--- src/rtl/imem_loader_if.sv ---
// Byte-stream handshake carrying the program image into the loader.
// The source drives valid/data/last; the loader answers with ready.
interface imem_loader_if;
    logic       valid;
    logic [7:0] data;
    logic       last;
    logic       ready;

    modport master (output valid, output data, output last, input ready);
    modport slave  (input valid, input data, input last, output ready);
endinterface

--- src/rtl/imem_loader.sv ---
// Boot loader: packs a big-endian byte stream into 32-bit words, writes them to
// instruction memory from word 0 and keeps the CPU in reset until the image is in.
//
// state    | meaning
// ---------+------------------------------------------------------------
// S_LOAD   | accepting bytes into the assembly register
// S_WRITE  | one-cycle write of the assembled word, stream stalled
// S_DONE   | image complete, CPU released, stream ignored until reset
// S_ERROR  | image larger than memory, CPU held in reset until reset
module imem_loader #(
    parameter int ADDR_WIDTH = 8
) (
    input  logic                  clk,
    input  logic                  reset,
    imem_loader_if.slave          src,
    output logic                  mem_we,
    output logic [ADDR_WIDTH-1:0] mem_addr,
    output logic [31:0]           mem_wdata,
    output logic                  cpu_reset,
    output logic                  done,
    output logic                  error,
    output logic [ADDR_WIDTH:0]   word_count
);

    typedef enum logic [1:0] {S_LOAD, S_WRITE, S_DONE, S_ERROR} state_t;

    state_t      state;
    logic [1:0]  byte_idx;
    logic [31:0] asm_word;
    logic        last_seen;

    assign mem_addr  = word_count[ADDR_WIDTH-1:0];
    assign mem_wdata = asm_word;

    // ready and the status flags are registered alongside the state so nothing
    // on the stream inputs reaches them combinationally.
    always_ff @(posedge clk) begin
        if (reset) begin
            state      <= S_LOAD;
            byte_idx   <= 2'd0;
            asm_word   <= 32'd0;
            last_seen  <= 1'b0;
            word_count <= '0;
            src.ready  <= 1'b1;
            mem_we     <= 1'b0;
            cpu_reset  <= 1'b1;
            done       <= 1'b0;
            error      <= 1'b0;
        end else begin
            case (state)
                S_LOAD: begin
                    if (src.valid && src.ready) begin
                        asm_word  <= asm_word | ({src.data, 24'd0} >> {byte_idx, 3'b000});
                        byte_idx  <= byte_idx + 2'd1;
                        last_seen <= src.last;
                        if (byte_idx == 2'd3 || src.last) begin
                            state     <= S_WRITE;
                            src.ready <= 1'b0;
                            mem_we    <= 1'b1;
                        end
                    end
                end
                S_WRITE: begin
                    word_count <= word_count + 1'b1;
                    byte_idx   <= 2'd0;
                    asm_word   <= 32'd0;
                    mem_we     <= 1'b0;
                    if (last_seen) begin
                        state     <= S_DONE;
                        cpu_reset <= 1'b0;
                        done      <= 1'b1;
                    end else if (&word_count[ADDR_WIDTH-1:0]) begin
                        // memory full but the image continues
                        state <= S_ERROR;
                        error <= 1'b1;
                    end else begin
                        state     <= S_LOAD;
                        src.ready <= 1'b1;
                    end
                end
                S_DONE:  state <= S_DONE;
                S_ERROR: state <= S_ERROR;
                default: state <= S_LOAD;
            endcase
        end
    end

endmodule

--- src/flat_wrapper.sv ---
// flat-port wrapper written by rule: the top's interface ports become plain ports
module imem_loader_flat 
#(
    parameter int ADDR_WIDTH = 8
)
  (clk, reset, mem_we, mem_addr, mem_wdata, cpu_reset, done, error, word_count, src_valid, src_data, src_last, src_ready);
  imem_loader_if src_i ();
  input  logic clk;
  input  logic reset;
  output logic mem_we;
  output logic [ADDR_WIDTH-1:0] mem_addr;
  output logic [31:0] mem_wdata;
  output logic cpu_reset;
  output logic done;
  output logic error;
  output logic [ADDR_WIDTH:0] word_count;
  input wire logic [$bits(src_i.valid)-1:0] src_valid;
  input wire logic [$bits(src_i.data)-1:0] src_data;
  input wire logic [$bits(src_i.last)-1:0] src_last;
  output wire logic [$bits(src_i.ready)-1:0] src_ready;
  assign src_i.valid = src_valid;
  assign src_i.data = src_data;
  assign src_i.last = src_last;
  assign src_ready = src_i.ready;
  imem_loader #(.ADDR_WIDTH(ADDR_WIDTH)) u_core (.clk(clk), .reset(reset), .src(src_i), .mem_we(mem_we), .mem_addr(mem_addr), .mem_wdata(mem_wdata), .cpu_reset(cpu_reset), .done(done), .error(error), .word_count(word_count));
endmodule
--- config.mk ---
export PLATFORM = sky130hd
export DESIGN_NAME = imem_loader_flat
export DESIGN_NICKNAME = d
export VERILOG_FILES = /design/src/rtl/imem_loader_if.sv /design/src/rtl/imem_loader.sv /design/src/flat_wrapper.sv
export SDC_FILE = /design/constraint.sdc
export NUM_CORES = 1
export LEC_CHECK = 0
export ABC_CLOCK_PERIOD_IN_PS = 2000
export BUFFER_PORTS_ARGS = -buffer_cell sky130_fd_sc_hd__buf_2
export CAP_MARGIN = 20
export CORE_MARGIN = 2
export CORE_UTILIZATION = 35
export DETAILED_ROUTE_END_ITERATION = 10
export GPL_TIMING_DRIVEN = 0
export PLACE_DENSITY = 0.67
export SKIP_CTS_REPAIR_TIMING = 1
export SLEW_MARGIN = 40
export SYNTH_ARGS = -nofsm -noshare
export SYNTH_HDL_FRONTEND = slang
export SYNTH_SLANG_ARGS = --single-unit
--- constraint.sdc ---
create_clock -name clk -period 2 [get_ports clk]
set_clock_uncertainty 0.05 [all_clocks]
set_input_delay 0.3 -clock clk [delete_from_list [all_inputs] [get_ports clk]]
set_output_delay 0.3 -clock clk [all_outputs]
set_load 0.02 [all_outputs]
* Yosys cells after proc, flatten, opt, wreduce, memory -nomap -nowiden
Index checks and enable logic that the tools add are counted.
** Cells by class
- Add/subtract/negate cells :: 2
- Eq/ne operators :: 8
- Shift-type cells :: 1
- Multiplexer cells :: 17
- Bitwise logic cells :: 2
- Reduce and logical (&&, ||, !) cells :: 12
** Operators by type and width (count)
- $pmux 32 s2 :: 1
- $mux 32 :: 1
- $or 32x32->32 :: 1
- $shr 32x5->32 :: 1
- $mux 2 :: 5
- $reduce_and 10->1 :: 1
- $add 9x1->9 const B :: 1
- $pmux 2 s4 :: 1
- $reduce_and 2->1 :: 4
- $reduce_and 8->1 :: 1
- $eq 2x2->1 const B :: 3
- $mux 1 :: 6
- $reduce_and 5->1 :: 1
- $ne 2x1->1 const B :: 2
- $ne 2x2->1 const B :: 2
- $pmux 1 s2 :: 2
- $pmux 2 s2 :: 1
- $reduce_and 3->1 :: 1
- $add 2x1->2 const B :: 1
- $eq 2x1->1 const B :: 1
- $logic_not 2->1 :: 1
- $reduce_bool 2->1 :: 1
- $logic_and 1x1->1 :: 1
- $logic_or 1x1->1 :: 1
- $not 1->1 :: 1
** Storage, ports and cells
- Register bits after elaboration :: 51
- Output and inout port bits :: 54
- Logic and storage cells :: 52

* Longest topological paths before layout
Gate-level depths: netlist of the first run.
- Word-level depth :: 5
- Mapped depth :: 5

* Least setup slack after synthesis of the first run
OpenSTA, ideal clock, no wires.
- Kind :: register to register
- From :: reg u_core.word_count[0]
- To :: reg u_core.state[0]
- Arrival :: 1.643 ns
- Data required time :: 1.864 ns
- Setup slack :: 0.220 ns
- Stages on the path, launching flop included :: 5
- Period minus slack after synthesis :: 1.780 ns
- Path through :: dfxtp_1 ha_1 nand4b_2 or4_4 a221oi_2
** Between the ends
- Cells in the longest elaborated chain, start to end :: 4
** Ends and longest elaborated chain
- from (decl) :: line imem_loader.sv:22 : output logic [ADDR_WIDTH:0] word_count
- from (signal assigned) :: line imem_loader.sv:64 : word_count <= word_count + 1'b1;
- $reduce_and 8->1 :: line imem_loader.sv:72 : end else if (&word_count[ADDR_WIDTH-1:0]) begin
- $mux 2 :: line imem_loader.sv:72
- $mux 2 :: line imem_loader.sv:68 : if (last_seen) begin
- $pmux 2 s4 :: line imem_loader.sv:50 : case (state)
- to (signal assigned) :: line imem_loader.sv:69 : state <= S_DONE;
- to (signal assigned) :: line imem_loader.sv:74 : state <= S_ERROR;
- to (signal assigned) :: line imem_loader.sv:77 : state <= S_LOAD;
- to (decl) :: line imem_loader.sv:27 : state_t state;
No other way between the ends.
A chain may end at the register's enable or synchronous reset.

* Final worst setup path of the first run
Ends and elaborated chain as after synthesis.

==> out/qor.yml, run 1 <==
yosysWarnings: 0
power.net_switching_w: 0.0005675
ant_nets: 0
fin_util_pct: 45.83
rr_worst_depth: 4
syn_nets: 209
arrival_ps: 1970
p_comb_share_pct: 13.3
drv_slew: 0
ios: 66
ir_drop_mv: 0.3744
rsz0062_at_grt: "false"
whs_path_depth: 2
synth-xor-area-share_pct: 1.319
initial_core_util_pct: 36.17
timing.fmax_ghz: 0.5567
synth_largest_area_cell: "dfxtp_1"
worst_pin_slew_ps: 501.1
areaGrowthSynthToFinish_pct: 26.70
synth-adder-area-share_pct: 1.256
netlist.area_leader.share_pct: 51.26
dieArea_um2: 6311
seq_area_um2: 1021
muxShareOfSynthArea_pct: 0.5025
clock_latency_ps: 300
ys_top_cells_by_area: "dfxtp_1, o2bb2ai_1, a21oi_1"
grt_pass1_vias: 1589
grt_pass1_wl_mm: 8.059
power-per-cell-area_nw_per_um2: 833.5
period_share_pct: 89.82
grt_max_degree: 18
yosys.cell_types.count: 44
clkTransAtPathRegs_ps: 100
min_from: "src_data[1]"
cts-root-buf: "clkbuf_8"
cp.required_ps: 2170
synth_top_flop_cell: "dfxtp_1"
synth_edf_count: 0
p_leak_nw: 1.120
wl_per_cell_um: 14.46
cts.sinks: 51
die_y_um: 79.44
dp_hpwl_mm: 3.642
crit_fanout: 7
row_count: 27
p_int_w: 0.001536
whs_endpoint: "u_core.mem_wdata[17]"
ys_seq_area_share_pct: 51.26
slew_headroom_pct: 66.59
die_w_um: 79.44
synth_top_family_by_area: "compound AO/OA/AOI/OAI gates"
rrSetupSlack_ps: 200
remaining_drc_errors: 0
critPathLaunchType: "register"
grt_use_total_pct: 16.21
yosys-top-cells-count: "dfxtp_1, o2bb2ai_1, a21oi_1"
drive_above_1_share_pct: 33.58
r2r_end: "u_core.state[0]"
place_congestion: 0.7556
firstDrtPassIters: 4
synth_compound_area_share_pct: 23.05
cap_violations: 0
endpoint_kind: "register"
core_area_um2: 5507
crit_start: "u_core.word_count[0]"
cts_inserted_buffers: 5
r2r-start: "u_core.word_count[0]"
pwr-share-clk_pct: 34.8
syn_avg_cell_area_um2: 10.21
drt_wl_total_mm: 4.918
multi_input_area_um2: 853.3
synth_async_sr_flop_share_pct: 0
setup_viol_count_final: 0
port_buffers: 65
diodes: 0
cts.htree.levels: 2
p_sw_share_pct: 26.98
synth.ff_latch_count: 51
hold_class: "in2reg"
n_fill_cell: 544
vias: 1742
grt_overflow: 0
via_per_inst: 5.124
setup_tns_ps: 0
num-nets-final: 281
synth_area_um2: 1992
hold_viol_final: 0
drt_iter0_drc: 76
crit_type: "reg2reg"
period_needed_ps: 1796
seqPwrFrac_pct: 51.8
yosysMostFrequentCell: "dfxtp_1"
clockBufferDepth: 2
status: "finished clean"
antenna_found_initial: 0
cts_tree: "built"
synthesis.instances: 195
yosys.area_share.simple_pct: 16.71
-- layout make-up --
class,count,share of cell area (%)
Sequential cell,51,40.46
Multi-Input combinational cell,122,33.81
Timing Repair Buffer,65,12.89
Inverter,4,0.5949
Buffer,18,4.065
Tap cell,72,3.570
Clock inverter,3,1.884
Clock buffer,5,2.727
-- power groups by stage --
stage	Combinational (W)	Sequential [W]	Clock (W)
finish	0.000280	0.00109	0.000733
global route	0.000310	0.00110	0.000789
CTS	0.000283	0.00109	0.000751
detailed placement	0.000283	0.00111	0
global placement	0.000279	0.00111	0
floorplan	0.000148	0.00115	0
-- per-stage QoR --
step | cell area, um^2 | setup slack, ps | hold slack [ps] | total power, W | std cells
final | 2524 | 203.7 | 173.4 | 0.002103 | 340
after global routing | 2524 | 66.27 | 168.5 | 0.002197 | 340
after CTS | 2524 | 194.1 | 167.4 | 0.002126 | 340
after detailed placement | 2407 | 215.9 | 384.9 | 0.001397 | 332
after global placement | 2407 | 247.0 | 381.5 | 0.001393 | 332
after floorplan | 1992 | 220.4 | 375.5 | 0.001297 | 195
-- sequential cells by signal, summed over array words and instances, names as in the netlist --
name,count
u_core.cpu_reset,1
u_core.mem_wdata,32
u_core.state,2
u_core.byte_idx,2
u_core.error,1
u_core.word_count,9
u_core.last_seen,1
u_core.done,1
u_core.mem_we,1
u_core.src.ready,1
-- routing by layer --
metal	track usage [%]	part of all wire [%]	vias to the layer above
met4	4.655	0.69	0
li1	-	-	877
met2	25.80	48	39
met1	22.12	47	824
met3	3.507	4.2	2
met5	0	0	-
-- worst max-delay path, cell delays in order (launching register included) --
cell	delay [ps]
dfxtp_1	420
ha_1	250
nand4b_2	210
or4_4	550
a221oi_2	230
-- logic make-up after synthesis --
| logic type | Yosys count |
|---|---|
| and+or+nand+nor | 55 |
| xor gates and xnor gates | 3 |
| DFF | 51 |
| adders and majority gates | 2 |
| AOI/OAI and AO/OA | 61 |
| muxes | 1 |
| buffers and inverters | 22 |
-- worst max path at each step --
stage / slack (ps) / end / cells after the start
final: 200 / u_core.state[0] / 4
after global routing: 70 / u_core.state[0] / 4
after CTS: 190 / u_core.state[0] / 4
after detailed placement: 220 / u_core.state[0] / 4
after global placement: 250 / u_core.state[0] / 4
after floorplan: 220 / u_core.state[0] / 4
-- placed cells by master (no fill, tap or decap), types with 4 or more instances in the layout --
cell | synthesis | final
a21oi_1 | 15 | 15
buf_2 | 4 | 69
buf_4 | 8 | 8
clkbuf_1 | 6 | 6
clkbuf_8 | 0 | 5
dfxtp_1 | 51 | 51
inv_1 | 4 | 4
nand2_1 | 7 | 7
nand3_1 | 14 | 14
nor2_1 | 10 | 10
o2bb2ai_1 | 26 | 26
(Power assumes the default switching activity.)
==> run 2: changes to the inputs <==
MAX_ROUTING_LAYER = met4   (was default)
==> run 2 against run 1 <==
Sequential power is essentially flat. Hold slack about the same. Worst setup slack better by 5.1 ps. Cell count is the same. Combinational power hardly changed.
==> out/qor.yml, run 2 (synthesis gave the netlist of run 1 again) <==
status: "finished clean"
cp.required_ps: 2170  # about the same
grt_pass1_wl_mm: 8.066  # about the same
grtUsageMet2_pct: 25.88  # +0.084 points
mostFrequentLayoutCell: "buf_2"
critPathLaunchType: "register"
cts.htree.levels: 2  # unchanged
port_buffers: 65  # unchanged
grt_use_total_pct: 16.63  # +0.41 points
clockBufferDepth: 2  # unchanged
timing.fmax_ghz: 0.5583  # +0.29%
cts_tree: "built"
cts-root-buf: "clkbuf_8"
gr-usage-met1_pct: 21.98  # -0.14 points
period_share_pct: 89.56  # -0.26 points
remaining_drc_errors: 0  # unchanged
ios: 66  # unchanged
grt_overflow: 0  # unchanged
firstDrtPassIters: 5  # +1
cap_violations: 0  # unchanged
crit_fanout: 7  # unchanged
cts.sinks: 51  # unchanged
die_y_um: 79.44  # unchanged
n_fill_cell: 544  # unchanged
areaGrowthSynthToFinish_pct: 26.70  # unchanged
dp_hpwl_mm: 3.642  # unchanged
setup_tns_ps: 0  # unchanged
grt_use_met3_pct: 3.507  # unchanged
drt_wl_total_mm: 4.938  # +0.41%
place_congestion: 0.7654  # +1.3%
crit_type: "reg2reg"
ant_nets: 0  # unchanged
num-nets-final: 281  # unchanged
power-per-cell-area_nw_per_um2: 833.4  # about the same
via_per_inst: 5.162  # +0.75%
drt_iter0_drc: 84  # +11%
period_needed_ps: 1791  # -5.117 ps
drv_slew: 0  # unchanged
rsz0062_at_grt: "false"
row_count: 27  # unchanged
cts_inserted_buffers: 5  # unchanged
largest_register_ffs: 32  # unchanged
endpoint_kind: "register"
die_w_um: 79.44  # unchanged
initial_core_util_pct: 36.17  # unchanged
core_area_um2: 5507  # unchanged
dieArea_um2: 6311  # unchanged
hold_class: "in2reg"
p_leak_nw: 1.120  # unchanged
grt_pass1_vias: 1594  # +0.31%
dp.cells: 332  # unchanged
grt_max_degree: 18  # unchanged
setup_viol_count_final: 0  # unchanged
arrival_ps: 1960  # about the same
clkTransAtPathRegs_ps: 100  # about the same
final_cell_mix: "buf_2, dfxtp_1, o2bb2ai_1"
drive_above_1_share_pct: 33.58  # unchanged
diodes: 0  # unchanged
vias: 1755  # +0.75%
grt_busiest_layer: "met2"
hold_viol_final: 0  # unchanged
whs_path_depth: 2  # unchanged
ir_drop_mv: 0.3740  # -0.12%
slew_headroom_pct: 66.51  # -0.087 points
final_cells: 340  # unchanged
wl_per_cell_um: 14.52  # +0.41%
rr_worst_depth: 4  # unchanged
worst_pin_slew_ps: 502.4  # +1.312 ps
antenna_found_initial: 0  # unchanged
clock_latency_ps: 300  # about the same
==> run 2: worst max-delay path, cell delays in order (launching register included) <==
cell and delay [ps]:
dfxtp_1 420, ha_1 250, nand4b_2 210, or4_4 550, a221oi_2 230
==> run 2: power breakdown <==
part	total (W)	switching, W	internal, W
registers	0.00109	0.0000339	0.00106
logic	0.000281	0.000181	0.0000997
clock network	0.000732	0.000352	0.000380
total	0.00210	0.000567	0.00154
==> run 2: cell type report <==
class | count | area [um^2] | share of cell area [%]
multi-input combinational | 122 | 853.3 | 33.81
clock buffer | 5 | 68.82 | 2.727
clock inverter | 3 | 47.55 | 1.884
timing repair buffer | 65 | 325.3 | 12.89
tap | 72 | 90.09 | 3.570
inverter | 4 | 15.01 | 0.5949
buffer | 18 | 102.6 | 4.065
sequential | 51 | 1021 | 40.46
==> run 2: worst paths after layout <==
check,startpoint,end,slack (ps)
hold reg to reg,u_core.error,u_core.error,390
hold / removal,src_data[1],u_core.mem_wdata[17],170
setup / recovery,u_core.word_count[0],u_core.state[0],210
setup reg to reg,u_core.word_count[0],u_core.state[0],210
==> run 2: through the flow <==
step	cell area (um^2)	hold slack [ps]	power (W)	setup slack, ps	util [%]
6_report	2524	173.6	0.002103	208.8	45.83
5_1_grt	2524	168.5	0.002197	66.40	45.83
4_1_cts	2524	167.4	0.002126	194.1	45.83
3_5_place_dp	2407	384.9	0.001397	215.9	43.72
3_3_place_gp	2407	381.5	0.001393	247.0	43.72
2_1_floorplan	1992	375.5	0.001297	220.4	-
==> run 2: routing by layer <==
layer  part of all wire (%)  wire, um  vias up
li1                       -         -      871
met1                     47      2327      843
met2                     48      2372       39
met3                    4.1       204        2
met4                   0.69        34        0
met5                      0         0        -
